$ cat src/rtl/apb_agent_pkg.sv
// Shared APB agent types: transfer direction, protection attributes and requester FSM states.
package apb_agent_pkg;

   typedef enum logic {
      APB_READ  = 1'b0,
      APB_WRITE = 1'b1
   } apb_write_e;

   typedef logic [2:0] apb_pprot_t;

   typedef enum logic [1:0] {
      REQ_IDLE,
      REQ_SETUP,
      REQ_ACCESS,
      REQ_RESP
   } apb_req_state_e;

endpackage

$ cat src/rtl/apb_wait_timer.sv
// Saturating ACCESS-phase wait counter; flags expiry on the LIMIT-th waiting cycle.
module apb_wait_timer #(
   parameter int unsigned LIMIT = 256
) (
   input  logic clk,
   input  logic rst_n,
   input  logic clear,
   input  logic enable,
   output logic expired
);

   localparam int unsigned CW = (LIMIT == 0) ? 1 : $clog2(LIMIT + 1);

   logic [CW-1:0] count;

   always_ff @(posedge clk or negedge rst_n) begin
      if (!rst_n) begin
         count <= '0;
      end else if (clear) begin
         count <= '0;
      end else if (enable && (count != CW'(LIMIT))) begin
         count <= count + 1'b1;
      end
   end

   generate
      if (LIMIT == 0) begin : g_disabled
         assign expired = 1'b0;
      end else begin : g_enabled
         assign expired = (count == CW'(LIMIT - 1));
      end
   endgenerate

endmodule

$ cat src/rtl/apb_cmd_requester.sv
// Single-outstanding command-to-APB requester with an optional ACCESS-phase watchdog.
module apb_cmd_requester
   import apb_agent_pkg::*;
#(
   parameter int unsigned ADDR_WIDTH     = 32,
   parameter int unsigned DATA_WIDTH     = 32,
   parameter int unsigned TIMEOUT_CYCLES = 256,
   localparam int unsigned STRB_WIDTH    = DATA_WIDTH / 8
) (
   input  logic                  pclk,
   input  logic                  preset_n,
   // command port
   input  logic                  cmd_valid,
   output logic                  cmd_ready,
   input  logic [ADDR_WIDTH-1:0] cmd_addr,
   input  apb_write_e            cmd_write,
   input  logic [DATA_WIDTH-1:0] cmd_wdata,
   input  logic [STRB_WIDTH-1:0] cmd_strb,
   input  apb_pprot_t            cmd_prot,
   // response port
   output logic                  rsp_valid,
   input  logic                  rsp_ready,
   output logic [DATA_WIDTH-1:0] rsp_rdata,
   output logic                  rsp_slverr,
   output logic                  rsp_timeout,
   // APB requester side
   output logic [ADDR_WIDTH-1:0] paddr,
   output apb_pprot_t            pprot,
   output logic                  psel,
   output logic                  penable,
   output logic                  pwrite,
   output logic [DATA_WIDTH-1:0] pwdata,
   output logic [STRB_WIDTH-1:0] pstrb,
   input  logic                  pready,
   input  logic [DATA_WIDTH-1:0] prdata,
   input  logic                  pslverr
);

   apb_req_state_e state;
   logic           cmd_hs;
   logic           timer_expired;
   logic           access_done;

   assign cmd_hs      = (state == REQ_IDLE) && cmd_valid && cmd_ready;
   assign access_done = (state == REQ_ACCESS) && (pready || timer_expired);

   apb_wait_timer #(
      .LIMIT (TIMEOUT_CYCLES)
   ) u_wait_timer (
      .clk     (pclk),
      .rst_n   (preset_n),
      .clear   (cmd_hs),
      .enable  ((state == REQ_ACCESS) && !pready),
      .expired (timer_expired)
   );

   always_ff @(posedge pclk or negedge preset_n) begin
      if (!preset_n) begin
         state       <= REQ_IDLE;
         cmd_ready   <= 1'b0;
         psel        <= 1'b0;
         penable     <= 1'b0;
         paddr       <= '0;
         pprot       <= '0;
         pwrite      <= 1'b0;
         pwdata      <= '0;
         pstrb       <= '0;
         rsp_valid   <= 1'b0;
         rsp_rdata   <= '0;
         rsp_slverr  <= 1'b0;
         rsp_timeout <= 1'b0;
      end else begin
         unique case (state)
            REQ_IDLE: begin
               cmd_ready <= 1'b1;
               if (cmd_hs) begin
                  cmd_ready <= 1'b0;
                  psel      <= 1'b1;
                  paddr     <= cmd_addr;
                  pprot     <= cmd_prot;
                  pwrite    <= (cmd_write == APB_WRITE);
                  // reads present all-zero data and strobes on the bus
                  pwdata    <= (cmd_write == APB_WRITE) ? cmd_wdata : '0;
                  pstrb     <= (cmd_write == APB_WRITE) ? cmd_strb : '0;
                  state     <= REQ_SETUP;
               end
            end
            REQ_SETUP: begin
               penable <= 1'b1;
               state   <= REQ_ACCESS;
            end
            REQ_ACCESS: begin
               if (access_done) begin
                  if (pready) begin
                     rsp_rdata   <= pwrite ? '0 : prdata;
                     rsp_slverr  <= pslverr;
                     rsp_timeout <= 1'b0;
                  end else begin
                     // watchdog abort: psel drops without a completer handshake
                     rsp_rdata   <= '0;
                     rsp_slverr  <= 1'b1;
                     rsp_timeout <= 1'b1;
                  end
                  rsp_valid <= 1'b1;
                  psel      <= 1'b0;
                  penable   <= 1'b0;
                  paddr     <= '0;
                  pprot     <= '0;
                  pwrite    <= 1'b0;
                  pwdata    <= '0;
                  pstrb     <= '0;
                  state     <= REQ_RESP;
               end
            end
            REQ_RESP: begin
               if (rsp_ready) begin
                  rsp_valid   <= 1'b0;
                  rsp_rdata   <= '0;
                  rsp_slverr  <= 1'b0;
                  rsp_timeout <= 1'b0;
                  cmd_ready   <= 1'b1;
                  state       <= REQ_IDLE;
               end
            end
            default: begin
               state <= REQ_IDLE;
            end
         endcase
      end
   end

endmodule

$ cat config.mk
export PLATFORM = sky130hd
export DESIGN_NAME = apb_cmd_requester
export DESIGN_NICKNAME = d
export VERILOG_FILES = /design/src/rtl/apb_agent_pkg.sv /design/src/rtl/apb_wait_timer.sv /design/src/rtl/apb_cmd_requester.sv
export SDC_FILE = /design/constraint.sdc
export NUM_CORES = 1
export LEC_CHECK = 0
export ABC_AREA = 1
export BUFFER_PORTS_ARGS = -buffer_cell sky130_fd_sc_hd__buf_2
export CORE_MARGIN = 4
export CORE_UTILIZATION = 48
export DETAILED_ROUTE_END_ITERATION = 6
export MAX_ROUTING_LAYER = met4
export PLACE_DENSITY_LB_ADDON = 0.25
export SYNTH_ARGS = -nofsm -noshare
export SYNTH_HDL_FRONTEND = slang
export SYNTH_SLANG_ARGS = --single-unit
$ cat constraint.sdc
create_clock -name pclk -period 2.3 [get_ports pclk]
set_clock_uncertainty 0.2 [all_clocks]
set_input_delay 0.46 -clock pclk [delete_from_list [all_inputs] [get_ports pclk]]
set_output_delay 0.46 -clock pclk [all_outputs]
set_load 0.02 [all_outputs]
==> results_dict.tcl <==
set metrics [dict create \
    status "completed" \
    pin_count 220 \
    gp_congestion 0.882 \
    grt_overflow 0 \
    crit_path_frequent_cell "nand2_2" \
    final_area_um2 8340 \
    fin_crit_ns 2.24 \
    grt_util_all_layers_pct 25.9 \
    synth_top_area_cell "dfrtp_1" \
    final-instance-count-excl-fill 1067 \
    async_reset_ff_share_pct 100 \
    cts_tree "done" \
    vdd_drop_max_mv 0.806 \
    synthTopCellsByCount "nand2_1 (185), dfrtp_1 (121), o21ai_1 (61)" \
    cts_made_buffers 17 \
    drt_iter0_drc 484 \
    synth_edf_count 0 \
    die-area_um2 12800 \
    grt_max_degree 43 \
    ant_nets 0 \
    portBuffers 219 \
    yosys_most_used_dff "dfrtp_1" \
    clkTransAtPathRegs_ns 0.06 \
    area_growth_syn_to_layout_pct 56.8 \
    worstMarginPinSlew_ns 0.711 \
    synth-seq-cells 121 \
    power_density_nw_per_um2 1560 \
    seqCellArea_um2 3030 \
    cts_sinks 121 \
    multi_input_area_um2 1880 \
    p_int_mw 7.54 \
    power_frac_seq_pct 28.4 \
    yosysTopAreaCellShare_pct 56.9 \
    end_kind "flip-flop" \
    rows 38 \
    final_hold_viol_count 0 \
    synth_area_um2 5320 \
    worstSetupPathType "reg2reg" \
    die_h_um 113 \
    slew_headroom_pct 52.6 \
    viasPerCell 5.08 \
    n_antenna_cell 0 \
    p_switching_mw 5.48 \
    required_ns 2.53 \
    ys_warn_count 0 \
    dpl_worst_slack_ns -0.495 \
    fillers 702 \
    critPathTopFamily "buffers and inverters" \
    setup_ws_ns 0.0593 \
    dp.cells 942 \
    rsz0062_at_grt "true" \
    power.total_mw 13.0 \
    drc_errors 0 \
    final.period_utilization_pct 97.4 \
    antenna_found_initial 0 \
    yosys-top-cells-area "dfrtp_1 (57%), nand2_1 (13%), o21ai_1 (5.7%)" \
    core_um2 10800 \
    cp_cell_sequence "ha_2 -> nand2_2 -> inv_2 -> nand2_2 -> nor2_1 -> ha_1 -> nor2_1 -> nand2_2 -> buf_6 -> o211ai_4 -> buf_12 -> clkbuf_16 -> nand2_1 -> o21ai_1" \
    finalMaxSlewViolations 0 \
    max_cap_violations 0 \
    fp.dieW_um 113 \
    post-dp-hpwl_um 10100 \
    nNetsFinal 1030 \
    root_buffer "clkbuf_8" \
    leakage_nw 4.60 \
    slowest_stage "dfrtp_1" \
    totalWireLength_um 17300 \
    vias 5417 \
    clockBufferDepth 2 \
    dr.pass1.iters 5 \
    syn_inst 593 \
    grt_pass1_wl_um 25900 \
    synth_nets 709 \
    swShare_pct 42.1 \
    place_area_um2 6610 \
    avgRoutedWirePerCell_um 16.2 \
    startpoint_type "flip-flop" \
    grt_pass1_vias 5345 \
    synth.distinct_cells 24 \
    hold_path_class "in2reg" \
    seq_area_frac_synth_pct 56.9 \
    crit_fanout 10 \
    pwr-share-clk_pct 21.2 \
    critical_path.max_stage_delay_ns 0.38 \
    pwr-share-comb_pct 50.4 \
    cp.arrival_ns 2.47 \
    drive_gt1_share_pct 33.7 \
    cts.htree.levels 4 \
    syn_avg_cell_area_um2 8.97 \
    clk_latency_ns 0.51 \
    setup-violations-final 0 \
    r2r_slack_ns 0.06 \
    cp_num_buf_inv 4 \
    initial_core_util_pct 49.1 \
    timing.fmax_mhz 446 \
    yosysMostFrequentCell "nand2_1" \
]
==> power groups by stage <==
stage	registers, mW	clock network (mW)	logic (mW)
6_report	3.69	2.76	6.56
5_1_grt	3.81	2.90	7.05
4_1_cts	3.67	2.80	5.39
3_5_place_dp	3.67	0	5.20
3_3_place_gp	3.66	0	5.08
2_1_floorplan	4.81	0	2.46
==> kinds of logic after synthesis <==
| group | after synthesis | share of synthesized area, % |
|---|---|---|
| buffers and inverters | 90 | 8.51 |
| adders and majority gates | 6 | 1.41 |
| DFF | 121 | 56.9 |
| and+or+nand+nor | 292 | 24.4 |
| AOI/OAI and AO/OA | 83 | 8.58 |
| xor gates and xnor gates | 1 | 0.165 |
==> worst paths after layout <==
kind                                 endpoint  cells after the start                  start
min in group asynchronous       rsp_rdata[20]                      2               preset_n
max in group asynchronous           paddr[23]                      3               preset_n
worst min-delay path               pwdata[24]                      3          cmd_wdata[24]
worst min register to register  rsp_rdata[12]                      2          rsp_rdata[12]
worst max-delay path               pwdata[13]                     14  u_wait_timer.count[0]
worst max register to register     pwdata[13]                     14  u_wait_timer.count[0]
==> layout by cell type (no fill, tap or decap), types with 2 or more instances in the layout <==
master / n
buf_12: 8
buf_2: 218
buf_4: 21
buf_6: 4
bufinv_16: 4
clkbuf_16: 25
clkinv_2: 2
clkinv_4: 4
clkinvlp_4: 2
dfrtp_1: 121
dlygate4sd3_1: 76
ha_1: 5
inv_1: 54
inv_6: 2
nand2_1: 183
nand2_2: 3
nand3_1: 49
nand3b_1: 32
nor2_1: 18
nor2_4: 2
nor3_1: 2
o21ai_0: 10
o21ai_1: 61
o21ai_2: 10
==> sequential cells by signal, indices dropped and copies added (netlist names) <==
| name | count |
|---|---|
| cmd_ready | 1 |
| paddr | 32 |
| penable | 1 |
| pprot | 3 |
| psel | 1 |
| pstrb | 4 |
| pwdata | 32 |
| pwrite | 1 |
| rsp_rdata | 32 |
| rsp_slverr | 1 |
| rsp_timeout | 1 |
| rsp_valid | 1 |
| state | 2 |
| u_wait_timer.count | 9 |
==> layout make-up <==
type | count | share of cell area [%]
sequential | 121 | 36.3
timing repair buffer | 336 | 29.2
multi-input combinational | 383 | 22.5
clock buffer | 18 | 5.01
inverter | 55 | 2.47
clock inverter | 14 | 2.37
tap | 140 | 2.10
==> routing by layer <==
| metal | vias up | GRT usage (%) | part of all wire (%) |
|---|---|---|---|
| li1 | 2539 | - | - |
| met1 | 2549 | 31.3 | 40 |
| met2 | 291 | 42.3 | 50 |
| met3 | 38 | 6.36 | 7.8 |
| met4 | 0 | 9.62 | 2.2 |
| met5 | - | - | 0 |
==> per-stage QoR <==
stage               setup TNS [ns]  utilization, %  hold WS, ns
global route                -0.456            77.0      0.00443
floorplan                        0               -      -0.0356
detailed placement          -14.31            60.9        0.167
global placement            -10.78            60.9        0.170
CTS                              0            73.9      0.00111
finish                           0            77.0       0.0191
==> timing repair <==
action                                  4_1_cts  5_1_grt
endpoints found under the setup margin       36      108
endpoints found under the hold margin       171        0
setup buffers                                 0        5
hold buffers                                 76        0
pin swaps                                     1        2
resized for setup                             5       12
cloned                                        1       11
==> worst reg2reg max path, cell delays in order (launching register included) <==
cell and delay, ns:
dfrtp_1 0.38, ha_2 0.20, nand2_2 0.08, inv_2 0.04, nand2_2 0.06, nor2_1 0.04
ha_1 0.19, nor2_1 0.13, nand2_2 0.08, buf_6 0.13, o211ai_4 0.13, buf_12 0.18
clkbuf_16 0.16, nand2_1 0.06, o21ai_1 0.09
Power figures use the tool's default switching activity.
